`config.mk`:
```
export PLATFORM = sky130hd
export DESIGN_NAME = ball_ctrl
export DESIGN_NICKNAME = d
export VERILOG_FILES = /design/src/rtl/ball_pkg.sv /design/src/rtl/ball_collide.sv /design/src/rtl/ball_ctrl.sv
export SDC_FILE = /design/constraint.sdc
export NUM_CORES = 1
export LEC_CHECK = 0
export CELL_PAD_IN_SITES_DETAIL_PLACEMENT = 1
export CELL_PAD_IN_SITES_GLOBAL_PLACEMENT = 1
export CORE_ASPECT_RATIO = 1.5
export CORE_MARGIN = 3
export CORE_UTILIZATION = 40
export DETAILED_ROUTE_END_ITERATION = 8
export PLACE_DENSITY = 0.95
export SYNTH_ARGS = -nofsm -noshare
export SYNTH_HDL_FRONTEND = slang
export SYNTH_SLANG_ARGS = --single-unit
```
`constraint.sdc`:
```
create_clock -name clk -period 6 [get_ports clk]
set_input_delay 1.8 -clock clk [delete_from_list [all_inputs] [get_ports clk]]
set_output_delay 1.8 -clock clk [all_outputs]
set_load 0.02 [all_outputs]
```
`src/rtl/ball_pkg.sv`:
```
// Shared definitions for the ball game sequencer: state encoding, motion constants,
// and default play-field geometry.
package ball_pkg;

    typedef enum logic [2:0] {
        ST_IDLE  = 3'd0,
        ST_SERVE = 3'd1,
        ST_WAIT  = 3'd2,
        ST_CHECK = 3'd3,
        ST_MOVE  = 3'd4,
        ST_MISS  = 3'd5,
        ST_OVER  = 3'd6
    } state_e;

    localparam int BALL_STEP = 2;
    localparam int HOME_H    = 200;
    localparam int HOME_V    = 300;

    localparam int H_MIN_DEF        = 8;
    localparam int V_MIN_DEF        = 8;
    localparam int V_MAX_DEF        = 472;
    localparam int PADDLE_H_DEF     = 600;
    localparam int PADDLE_LEN_DEF   = 64;
    localparam int LIVES_INIT_DEF   = 3;
    localparam int SERVE_FRAMES_DEF = 60;

    localparam int POS_W       = 11;
    localparam int SCORE_W     = 8;
    localparam int SERVE_CNT_W = 8;

    // Score counter stops at its maximum instead of wrapping.
    function automatic logic [SCORE_W-1:0] sat_inc_score(input logic [SCORE_W-1:0] s);
        return (s == {SCORE_W{1'b1}}) ? s : s + 1'b1;
    endfunction

endpackage

```
`src/rtl/ball_collide.sv`:
```
// Combinational wall/paddle test for one ball step: returns the next direction bits,
// a paddle hit flag and a miss flag (ball reached the paddle column off the paddle).
module ball_collide
    import ball_pkg::*;
#(
    parameter int H_MIN      = H_MIN_DEF,
    parameter int V_MIN      = V_MIN_DEF,
    parameter int V_MAX      = V_MAX_DEF,
    parameter int PADDLE_H   = PADDLE_H_DEF,
    parameter int PADDLE_LEN = PADDLE_LEN_DEF
)
(
    input  logic [POS_W-1:0] h_pos_i,
    input  logic [POS_W-1:0] v_pos_i,
    input  logic [POS_W-1:0] paddle_v_i,
    input  logic             dh_i,
    input  logic             dv_i,
    output logic             dh_o,
    output logic             dv_o,
    output logic             hit_o,
    output logic             miss_o
);

    // One extra bit so position + step and paddle + length cannot wrap.
    logic [POS_W:0] h_ext;
    logic [POS_W:0] v_ext;
    logic [POS_W:0] pv_top;
    logic [POS_W:0] pv_bot;
    logic           on_paddle;

    assign h_ext     = {1'b0, h_pos_i};
    assign v_ext     = {1'b0, v_pos_i};
    assign pv_top    = {1'b0, paddle_v_i};
    assign pv_bot    = pv_top + (POS_W+1)'(PADDLE_LEN);
    assign on_paddle = (v_ext >= pv_top) && (v_ext <= pv_bot);

    always_comb begin
        dh_o   = dh_i;
        dv_o   = dv_i;
        hit_o  = 1'b0;
        miss_o = 1'b0;

        if (!dh_i && (h_ext < (POS_W+1)'(H_MIN + BALL_STEP))) begin
            dh_o = 1'b1;
        end
        if (dh_i && ((h_ext + (POS_W+1)'(BALL_STEP)) >= (POS_W+1)'(PADDLE_H))) begin
            if (on_paddle) begin
                dh_o  = 1'b0;
                hit_o = 1'b1;
            end else begin
                miss_o = 1'b1;
            end
        end

        if (!dv_i && (v_ext < (POS_W+1)'(V_MIN + BALL_STEP))) begin
            dv_o = 1'b1;
        end
        if (dv_i && ((v_ext + (POS_W+1)'(BALL_STEP)) > (POS_W+1)'(V_MAX))) begin
            dv_o = 1'b0;
        end
    end

endmodule

```
`src/rtl/ball_ctrl.sv`:
```
// Ball game sequencer: serve/play/miss/game-over flow, score and lives, one move per frame.
// Optional BALL_SPEEDUP_EN: up to four CHECK/MOVE pairs per frame as the score grows.
module ball_ctrl
    import ball_pkg::*;
#(
    parameter int H_MIN        = H_MIN_DEF,
    parameter int V_MIN        = V_MIN_DEF,
    parameter int V_MAX        = V_MAX_DEF,
    parameter int PADDLE_H     = PADDLE_H_DEF,
    parameter int PADDLE_LEN   = PADDLE_LEN_DEF,
    parameter int LIVES_INIT   = LIVES_INIT_DEF,
    parameter int SERVE_FRAMES = SERVE_FRAMES_DEF
)
(
    input  logic               clk,
    input  logic               rst,
    input  logic               start,
    input  logic               pause_btn,
    input  logic               frame_tick,
    input  logic [POS_W-1:0]   h_pos,
    input  logic [POS_W-1:0]   v_pos,
    input  logic [POS_W-1:0]   paddle_v,
    output logic               dh,
    output logic               dv,
    output logic               ball_pause,
    output logic               ball_rst,
    output logic [SCORE_W-1:0] score,
    output logic [1:0]         lives,
    output logic [2:0]         state,
    output logic               game_over
);

    state_e                 state_q;
    logic                   dh_q;
    logic                   dv_q;
    logic                   pause_q;
    logic                   brst_q;
    logic [SCORE_W-1:0]     score_q;
    logic [1:0]             lives_q;
    logic [SERVE_CNT_W-1:0] serve_cnt_q;
    logic                   over_q;

    logic                   dh_n;
    logic                   dv_n;
    logic                   hit;
    logic                   miss;
    logic [SCORE_W-1:0]     score_d;
    logic [1:0]             lives_d;
    logic                   more_moves;

    ball_collide #(
        .H_MIN      (H_MIN),
        .V_MIN      (V_MIN),
        .V_MAX      (V_MAX),
        .PADDLE_H   (PADDLE_H),
        .PADDLE_LEN (PADDLE_LEN)
    ) u_collide (
        .h_pos_i    (h_pos),
        .v_pos_i    (v_pos),
        .paddle_v_i (paddle_v),
        .dh_i       (dh_q),
        .dv_i       (dv_q),
        .dh_o       (dh_n),
        .dv_o       (dv_n),
        .hit_o      (hit),
        .miss_o     (miss)
    );

    assign score_d = sat_inc_score(score_q);
    assign lives_d = lives_q - 2'd1;

`ifdef BALL_SPEEDUP_EN
    logic [1:0] mv_q;
    logic [1:0] mv_last;

    // Extra moves per frame = min(score/8, 3); score only grows, so mv_last never drops.
    assign mv_last    = (score_q[SCORE_W-1:3] > 5'd3) ? 2'd3 : score_q[4:3];
    assign more_moves = (mv_q < mv_last);

    always_ff @(posedge clk or posedge rst) begin
        if (rst) begin
            mv_q <= 2'd0;
        end else if (state_q == ST_WAIT) begin
            mv_q <= 2'd0;
        end else if ((state_q == ST_MOVE) && more_moves) begin
            mv_q <= mv_q + 2'd1;
        end
    end
`else
    assign more_moves = 1'b0;
`endif

    always_ff @(posedge clk or posedge rst) begin
        if (rst) begin
            state_q     <= ST_IDLE;
            dh_q        <= 1'b1;
            dv_q        <= 1'b0;
            pause_q     <= 1'b1;
            brst_q      <= 1'b1;
            score_q     <= '0;
            lives_q     <= 2'(LIVES_INIT);
            serve_cnt_q <= '0;
            over_q      <= 1'b0;
        end else begin
            // ball_pause is low only for the single cycle spent in MOVE.
            pause_q <= 1'b1;
            case (state_q)
                ST_IDLE, ST_OVER: begin
                    if (start) begin
                        state_q     <= ST_SERVE;
                        score_q     <= '0;
                        lives_q     <= 2'(LIVES_INIT);
                        serve_cnt_q <= '0;
                        dh_q        <= 1'b1;
                        dv_q        <= 1'b0;
                        brst_q      <= 1'b1;
                        over_q      <= 1'b0;
                    end
                end
                ST_SERVE: begin
                    brst_q <= 1'b1;
                    dh_q   <= 1'b1;
                    dv_q   <= 1'b0;
                    if (frame_tick) begin
                        if (serve_cnt_q == SERVE_CNT_W'(SERVE_FRAMES - 1)) begin
                            serve_cnt_q <= '0;
                            brst_q      <= 1'b0;
                            state_q     <= ST_WAIT;
                        end else begin
                            serve_cnt_q <= serve_cnt_q + 1'b1;
                        end
                    end
                end
                ST_WAIT: begin
                    if (frame_tick && !pause_btn) begin
                        state_q <= ST_CHECK;
                    end
                end
                ST_CHECK: begin
                    if (miss) begin
                        state_q <= ST_MISS;
                    end else begin
                        dh_q    <= dh_n;
                        dv_q    <= dv_n;
                        pause_q <= 1'b0;
                        state_q <= ST_MOVE;
                        if (hit) begin
                            score_q <= score_d;
                        end
                    end
                end
                ST_MOVE: begin
                    state_q <= more_moves ? ST_CHECK : ST_WAIT;
                end
                ST_MISS: begin
                    lives_q <= lives_d;
                    brst_q  <= 1'b1;
                    if (lives_d == 2'd0) begin
                        state_q <= ST_OVER;
                        over_q  <= 1'b1;
                    end else begin
                        state_q     <= ST_SERVE;
                        serve_cnt_q <= '0;
                        dh_q        <= 1'b1;
                        dv_q        <= 1'b0;
                    end
                end
                default: begin
                    state_q <= ST_IDLE;
                end
            endcase
        end
    end

    assign dh         = dh_q;
    assign dv         = dv_q;
    assign ball_pause = pause_q;
    assign ball_rst   = brst_q;
    assign score      = score_q;
    assign lives      = lives_q;
    assign state      = state_q;
    assign game_over  = over_q;

endmodule

```
# ---- Word level (Yosys, flattened, before mapping)
# Cells that the tools add are included.
dict set report classes {
  eq_ne 18
  add_sub_neg 6
  mux 42
  shift 0
  magnitude_cmp 6
  n_reduce_logical 24
  div 0
  multipliers 0
  n_bitwise 0
}
# cell count
set op_table {}
lappend op_table {{$mux 8} 7}
lappend op_table {{$add 11x2->12 const B} 2}
lappend op_table {{$pmux 8 s3} 1}
lappend op_table {{$lt 11x4->1 const B} 2}
lappend op_table {{$mux 1} 21}
lappend op_table {{$ne 2x2->1 const B} 9}
lappend op_table {{$pmux 3 s6} 1}
lappend op_table {{$add 8x1->8 const B} 2}
lappend op_table {{$pmux 8 s2} 1}
lappend op_table {{$mux 3} 5}
lappend op_table {{$add 11x7->12 const B} 1}
lappend op_table {{$ge 12x10->1 const B} 1}
lappend op_table {{$gt 12x9->1 const B} 1}
lappend op_table {{$le 11x12->1} 1}
lappend op_table {{$reduce_and 4->1} 3}
lappend op_table {{$ge 11x11->1} 1}
lappend op_table {{$reduce_and 5->1} 2}
lappend op_table {{$eq 3x3->1 const B} 3}
lappend op_table {{$eq 8x6->1 const B} 1}
lappend op_table {{$eq 8x8->1 const B} 1}
lappend op_table {{$pmux 1 s4} 2}
lappend op_table {{$eq 3x2->1 const B} 2}
lappend op_table {{$logic_and 1x1->1} 6}
lappend op_table {{$pmux 2 s2} 1}
lappend op_table {{other kinds (15)} 19}
dict set report totals {
  ram_bits 0
  input_bits 38
  ff_bits 26
  romBits 0
  latchBits 0
  n_memories 0
  output_inout_bits 18
}

# ---- Logic depth before layout (Yosys ltp)
# Gate-level depths: netlist of the first run.
dict set report depth {
  word_depth 8
  ltp_mapped 12
  ltp_nobuf 11
}

# ---- Cells and area by module
# From an unflattened synthesis of the first run, not the netlist that was laid out.
dict set report hier_totals {
  cells_unflattened 270
  hier_area_um2 2258.4
}
# mod seq_area_each_um2 cells_per_inst instances area_per_inst_um2
set by_module_without_submodules {}
lappend by_module_without_submodules {ball_ctrl 656.9 184 1 1655.3}
lappend by_module_without_submodules {ball_collide 0.0 86 1 603.1}

# ---- Worst setup path before layout of the first run
# OpenSTA, ideal clock, no wires.
dict set report synth_path {
  kind {in2reg}
  from {input port paddle_v[7]}
  to {register score_q[5] (netlist: score[5])}
  arrival_ps 4042
  n_path_buf 1
  setup_time_ps 70
  slack_ps 1888
  path_stages 12
  required_time_ps 5930
  cell_sequence {inv_1 nor3_1 xnor2_1 ha_1 nand4_1 nor3_1 a32o_1 a31oi_1 or3b_4 buf_6 or4_1 nand3_1}
}
dict set report synth_via {
  elab_chain_len 7
  elab_cells_between_ends 11
  classes_between {1 x add/sub; 2 x order compare; 2 x eq/ne; 4 x mux; 2 x reduce/logical}
}
# item line
set synth_lines {}
lappend synth_lines {{start: declaration} ball_ctrl.sv:22} ;# input logic [POS_W-1:0] paddle_v,
lappend synth_lines {{$add 11x7->12} ball_collide.sv:34} ;# assign pv_bot = pv_top + (POS_W+1)'(PADDLE_LEN);
lappend synth_lines {{$le 11x12->1} ball_collide.sv:35} ;# assign on_paddle = (v_ext >= pv_top) && (v_ext <= pv_bot);
lappend synth_lines {{$logic_and 1x1->1 *} ball_collide.sv:35}
lappend synth_lines {{$mux 1} ball_collide.sv:47} ;# if (on_paddle) begin
lappend synth_lines {{$mux 1} ball_collide.sv:46} ;# if (dh_i && ((h_ext + (POS_W+1)'(BALL_STEP)) >= (POS_W+1)'(PADDLE_H))) begin
lappend synth_lines {{$ne 2x2->1 (no source line)} --}
lappend synth_lines {{$reduce_and 5->1 (no source line) *} --}
lappend synth_lines {{end signal: assignment} ball_ctrl.sv:148} ;# score_q <= score_d;
lappend synth_lines {{end: declaration} ball_ctrl.sv:38} ;# logic [SCORE_W-1:0] score_q;
# Mark *: on every way between the ends. The rest lies on a longest branch, timed or not.
# A chain may end at the register's enable or synchronous reset.

# ---- Worst setup path in the final report of the first run
dict set report layout_path {
  from {input port paddle_v[6]}
  to {register score_q[1] (netlist: score[1])}
}
# The elaborated chain is that of the path after synthesis.

==> run metrics, run 1 <==
outcome=completed; Final WS setup=1.23 ns; Hold Crit Class=register to register; final cell count without fillers=410; area occupied by multi-input gates=1560 um2; Final HPWL DP=5480 um; area grow syn2layout=27.6%; setup bufs post-CTS=0; Synth async-reset ratio=1.00; router iterations before antenna repair=4; power per cell area=291 nW/um2; busiest layer in global routing=met2; maximum number of pins on one net before global-route repair=27; Seq cells post-synth=26; DR vias=2456; highest ir drop seen on vdd=292 uV; Post-synth EDFFs=0; Syn Inst Count=289; Top Ports=56; max-slew violation count=0; Netlist cell types=57; 1st-iter DRT viols=112; Crit Path Class=input pin to register; Nets=403; hold slack=0.529 ns; final hold viol count=0; layout cells sized above 1=0.0529; initial antenna violation count=0; Rel. slew slack=0.337; first-pass GRT wire length=11600 um; Avg Inst Size Synth=8.11 um2; Post-Synthesis Net Count=351; IO Port Bufs=54; Rows=33; CTS resizes=0; Initial Util=0.421; Worst Path Max Fanout=12; unrepaired setup endpoints after global routing=false; Net Sw Power=390 uW; GRT overflow=0; DR WL/cell=17.1 um; fillers=692; register area share after synthesis=0.280; pre-CTS setup slack=0.931 ns; Placed Cells=406; Die Ht=99.8 um; Reg clk slew, reported paths=0.10 ns; Fin Clk Skew=0.00802 ns; hold-fix buffers at CTS=0; n_diodes=0; Yosys warnings=0; via-per-instance ratio=5.99; Max Cap Violations=0; Worst-Margin Slew=0.993 ns; CP required=6.21 ns; CTS buffer count=3; met2 Track Usage GR=0.386; Main synth FF type=dfrtp_1; Die W=68.5 um; CTS tree=yes; CTS H-tree depth=1; M1 GR Usage=0.253; root buffer cell=clkbuf_8; number of global-route vias before repair=2522; Max Buffers Root-to-Sink=2; Total Routed Length=7010 um; clock sinks=26; Flop pwr share=0.349; Final ANT Viol Nets=0; combinational share of power=0.515; Setup-failing EPs final=0; Pint=482 uW; All-Layer GR Usage=0.212; Residual DRC=0; GR Layer Usage met3=0.0179; setup TNS=0 ns; final worst path period share=0.796; Total Power=871 uW; Clk pwr share=0.135; crit path time final=4.77 ns; Static Leakage=1.26 nW; Core ar.=5570 um2; Skew-Pair Late Insertion Delay=0.28 ns; CP Launch Type=input pin; crit end category=register; area of the mapped netlist=2340 um2; Arr. time, crit path=4.98 ns; FF+latch area=657 um2; Fmax achieved=209 MHz; die area=6840 um2; routability cong.=0.824; Sw Share=0.447
-- final timing paths --
kind	from	to	slack, ns	cells past startpoint
worst min register to register	serve_cnt_q[5]	serve_cnt_q[5]	0.53	1
worst min-delay path	serve_cnt_q[5]	serve_cnt_q[5]	0.53	1
max in group asynchronous	rst	serve_cnt_q[4]	3.34	2
worst max register to register	state[0]	score[1]	3.02	7
min in group asynchronous	rst	score[4]	2.04	2
worst max-delay path	paddle_v[6]	score[1]	1.23	11
-- flip-flops by register name, indices dropped and copies added, names as in the netlist --
register and cells:
game_over 1, dh 1, dv 1, lives 2
ball_rst 1, state 3, serve_cnt_q 8, ball_pause 1
score 8
-- cell families after synthesis --
kind of cell,count (synthesis),share of synthesized area
compound gates,78,0.235
xor+xnor,6,0.0224
fa+ha+maj,25,0.132
buf+inv,32,0.0550
flops,26,0.280
mux,2,0.00907
simple gates,120,0.266
-- power groups by stage --
stage	Clock [mW]	Sequential [mW]	Combinational (mW)
floorplan	0	0.312	0.263
global placement	0	0.301	0.426
detailed placement	0	0.306	0.446
CTS	0.118	0.303	0.455
global route	0.126	0.315	0.497
finish	0.118	0.304	0.449
-- metal layers --
layer  share of wire  wire [um]
met4           0.022        156
met3           0.038        268
met2            0.53       3750
met5               0          0
met1            0.40       2840
-- through the flow --
step / area (um2) / util
3_3_place_gp: 2940 / 0.527
2_1_floorplan: 2340 / -
3_5_place_dp: 2940 / 0.527
4_1_cts: 2990 / 0.537
5_1_grt: 2990 / 0.537
6_report: 2990 / 0.537
-- layout make-up --
cell class,count,share of cell area
multi-input combinational,231,0.521
sequential,26,0.219
timing repair buffer,54,0.181
inverter,25,0.0314
tap,70,0.0293
clock buffer,4,0.0184
-- cell usage after synthesis, types with 3 or more instances --
master,count,area (um2)
xnor2_1,4,35.0
o31ai_1,3,22.5
clkbuf_1,5,18.8
nand2b_1,9,56.3
or4_1,3,22.5
o21ai_0,20,100
nor3_1,13,65.1
nand3_1,15,75.1
dfstp_2,5,131
a211o_1,3,26.3
inv_1,25,93.8
a2bb2oi_1,3,26.3
and2_1,3,18.8
or2_2,3,18.8
or3_1,3,18.8
ha_1,24,300
a31oi_1,4,25.0
a32o_1,3,30.0
nor2b_1,4,25.0
a21oi_1,14,70.1
and3_1,4,25.0
nor4_1,7,43.8
nand2_1,30,113
dfrtp_1,21,526
o41ai_1,4,35.0
nand4_1,3,18.8
nor2_1,15,56.3
o211ai_1,4,30.0
-- cell usage in the layout (no fill, tap or decap), types with 4 or more instances in the layout --
cell type / netlist / layout
o211ai_1: 4 / 4
o41ai_1: 4 / 4
nor4_1: 7 / 7
dfrtp_1: 21 / 21
o21ai_0: 20 / 20
a31oi_1: 4 / 4
nand2_1: 30 / 30
and3_1: 4 / 4
nand2b_1: 9 / 9
nor2_1: 15 / 15
a21oi_1: 14 / 14
nor2b_1: 4 / 4
clkbuf_8: 0 / 4
clkdlybuf4s50_1: 0 / 54
nor3_1: 13 / 13
nand3_1: 15 / 15
inv_1: 25 / 25
xnor2_1: 4 / 4
dfstp_2: 5 / 5
ha_1: 24 / 24
-- worst max-delay path: stages --
cell and delay (ns):
clkdlybuf4s50_1 0.51, inv_1 0.07, nor3_1 0.30, xnor2_1 0.17, ha_1 0.28, a21o_1 0.18, a21oi_1 0.18, a31oi_1 0.15
or3b_4 0.49, o21ai_0 0.58, mux2i_1 0.26
Power figures use the tool's default switching activity.
==> run 2: changes to the inputs <==
--- a/config.mk
+++ b/config.mk
@@ -9,9 +9,9 @@
 export CELL_PAD_IN_SITES_GLOBAL_PLACEMENT = 1
 export CORE_ASPECT_RATIO = 1.5
 export CORE_MARGIN = 3
-export CORE_UTILIZATION = 40
+export CORE_UTILIZATION = 37
 export DETAILED_ROUTE_END_ITERATION = 8
-export PLACE_DENSITY = 0.95
+export PLACE_DENSITY = 0.9
 export SYNTH_ARGS = -nofsm -noshare
 export SYNTH_HDL_FRONTEND = slang
 export SYNTH_SLANG_ARGS = --single-unit
==> constraint.sdc (replaced) <==
create_clock -name clk -period 4.86 [get_ports clk]
set_input_delay 1.458 -clock clk [delete_from_list [all_inputs] [get_ports clk]]
set_output_delay 1.458 -clock clk [all_outputs]
set_load 0.02 [all_outputs]
==> run metrics, run 2 (synthesized netlist as in run 1, its figures left out) <==
Worst-Margin Slew=1.05 ns; Hold Crit Class=register to register; Setup-failing EPs final=0; crit end category=register; Rows=34; Skew-Pair Late Insertion Delay=0.28 ns; outcome=completed; CTS resizes=0; Crit Path Class=input pin to register; crit-path most repeated cell=nor3_1; most frequent cells in the layout=clkdlybuf4s50_1, nand2_1, inv_1, ha_1, dfrtp_1; CP Launch Type=input pin; highest ir drop seen on vdd=330 uV; setup bufs post-CTS=0; Die Ht=103 um; layout cells sized above 1=0.0585; initial antenna violation count=0; Max Cap Violations=0; crit path from=paddle_v[6]; Worst Path Max Fanout=12; Core ar.=5960 um2; CP required=5.08 ns; cells along the critical path=clkdlybuf4s50_1 > inv_1 > nor3_1 > xnor2_1 > ha_1 > nand4_1 > nor3_1 > a32o_1 > a31oi_1 > or3b_4 > or4_1 > nand3_1; clock sinks=26; Fmax achieved=234 MHz; crit-path leading delay family=simple AND/OR/NAND/NOR gates; n_diodes=0; via-per-instance ratio=5.86; Rel. slew slack=0.296; Top Ports=56; Placed Cells=410; critical path's slowest cell=or4_1; number of global-route vias before repair=2621; CTS tree=yes; area grow syn2layout=28.4%; Worst path max stage delay=0.53 ns; routability cong.=0.837; FF-to-FF Start=state[0]; Fin Clk Skew=0.00555 ns; final hold viol count=0; Final HPWL DP=5590 um; GRT overflow=0; Max Buffers Root-to-Sink=2; Reg clk slew, reported paths=0.10 ns; final worst path period share=0.878; final cell count without fillers=414; router iterations before antenna repair=4; maximum number of pins on one net before global-route repair=27; root buffer cell=clkbuf_8; hold-fix buffers at CTS=0; 1st-iter DRT viols=49; Hold Startpoint=serve_cnt_q[4]; final instance area=3010 um2; Arr. time, crit path=4.49 ns; Nets=405; hold slack=0.514 ns; CTS H-tree depth=1; fillers=728; power per cell area=359 nW/um2; Residual DRC=0; Static Leakage=1.27 nW; Final ANT Viol Nets=0; first-pass GRT wire length=11800 um; setup TNS=0 ns; DR WL/cell=16.9 um; Buf+Inv Stages, Crit Path=2; post-place instance area=2960 um2; IO Port Bufs=54; max-slew violation count=0; Initial Util=0.394; crit path time final=4.27 ns; unrepaired setup endpoints after global routing=false; Total Routed Length=6990 um; Final Util=0.505; All-Layer GR Usage=0.196; DR vias=2427; Die W=71 um; commonest non-fill, non-tap cell in the layout=clkdlybuf4s50_1; die area=7350 um2; CTS buffer count=3
-- run 2: path summary, 6_finish.rpt --
path                             endpoint  slack [ns]  depth (start not counted)
max                              score[7]        0.59                         12
min                        serve_cnt_q[4]        0.51                          1
max reg2reg                      score[7]        2.21                          7
min reg2reg                serve_cnt_q[4]        0.51                          1
max in group asynchronous        state[1]        2.49                          2
min in group asynchronous  serve_cnt_q[1]        1.74                          2
-- run 2: layer usage --
layer	track usage	share of wire	up-vias
li1	-	-	1178
met1	0.209	0.38	1182
met2	0.378	0.55	51
met3	0.0271	0.034	16
met4	0.0897	0.031	0
met5	0	0	-
-- run 2: cell type report --
type	instances	area (um2)	area share
clock buffers	4	55.1	0.0183
inverters	25	93.8	0.0312
multi-input cells	231	1560	0.518
flip-flops and latches	26	657	0.218
well taps	72	90.1	0.0299
repair buffers	56	556	0.185
-- run 2: report_power, final --
group	leakage, nW	internal [mW]	switching, mW
clock	0.0288	0.0727	0.0738
combinational	0.909	0.248	0.311
sequential	0.337	0.281	0.0951
-- run 2: through the flow --
stage	total power, mW	worst slack, ns
after global placement	0.908	0.430
after global routing	1.17	0.371
final	1.08	0.593
after floorplan	0.710	1.09
after CTS	1.09	0.592
after detailed placement	0.938	0.309
-- run 2: worst register-to-register path: cells and delay by family (launching register included) --
kind	cells	cell delay (ns)
DFF	1	0.61
AOI/OAI and AO/OA	1	0.23
and+or+nand+nor	5	1.52
buffers and inverters	1	0.24
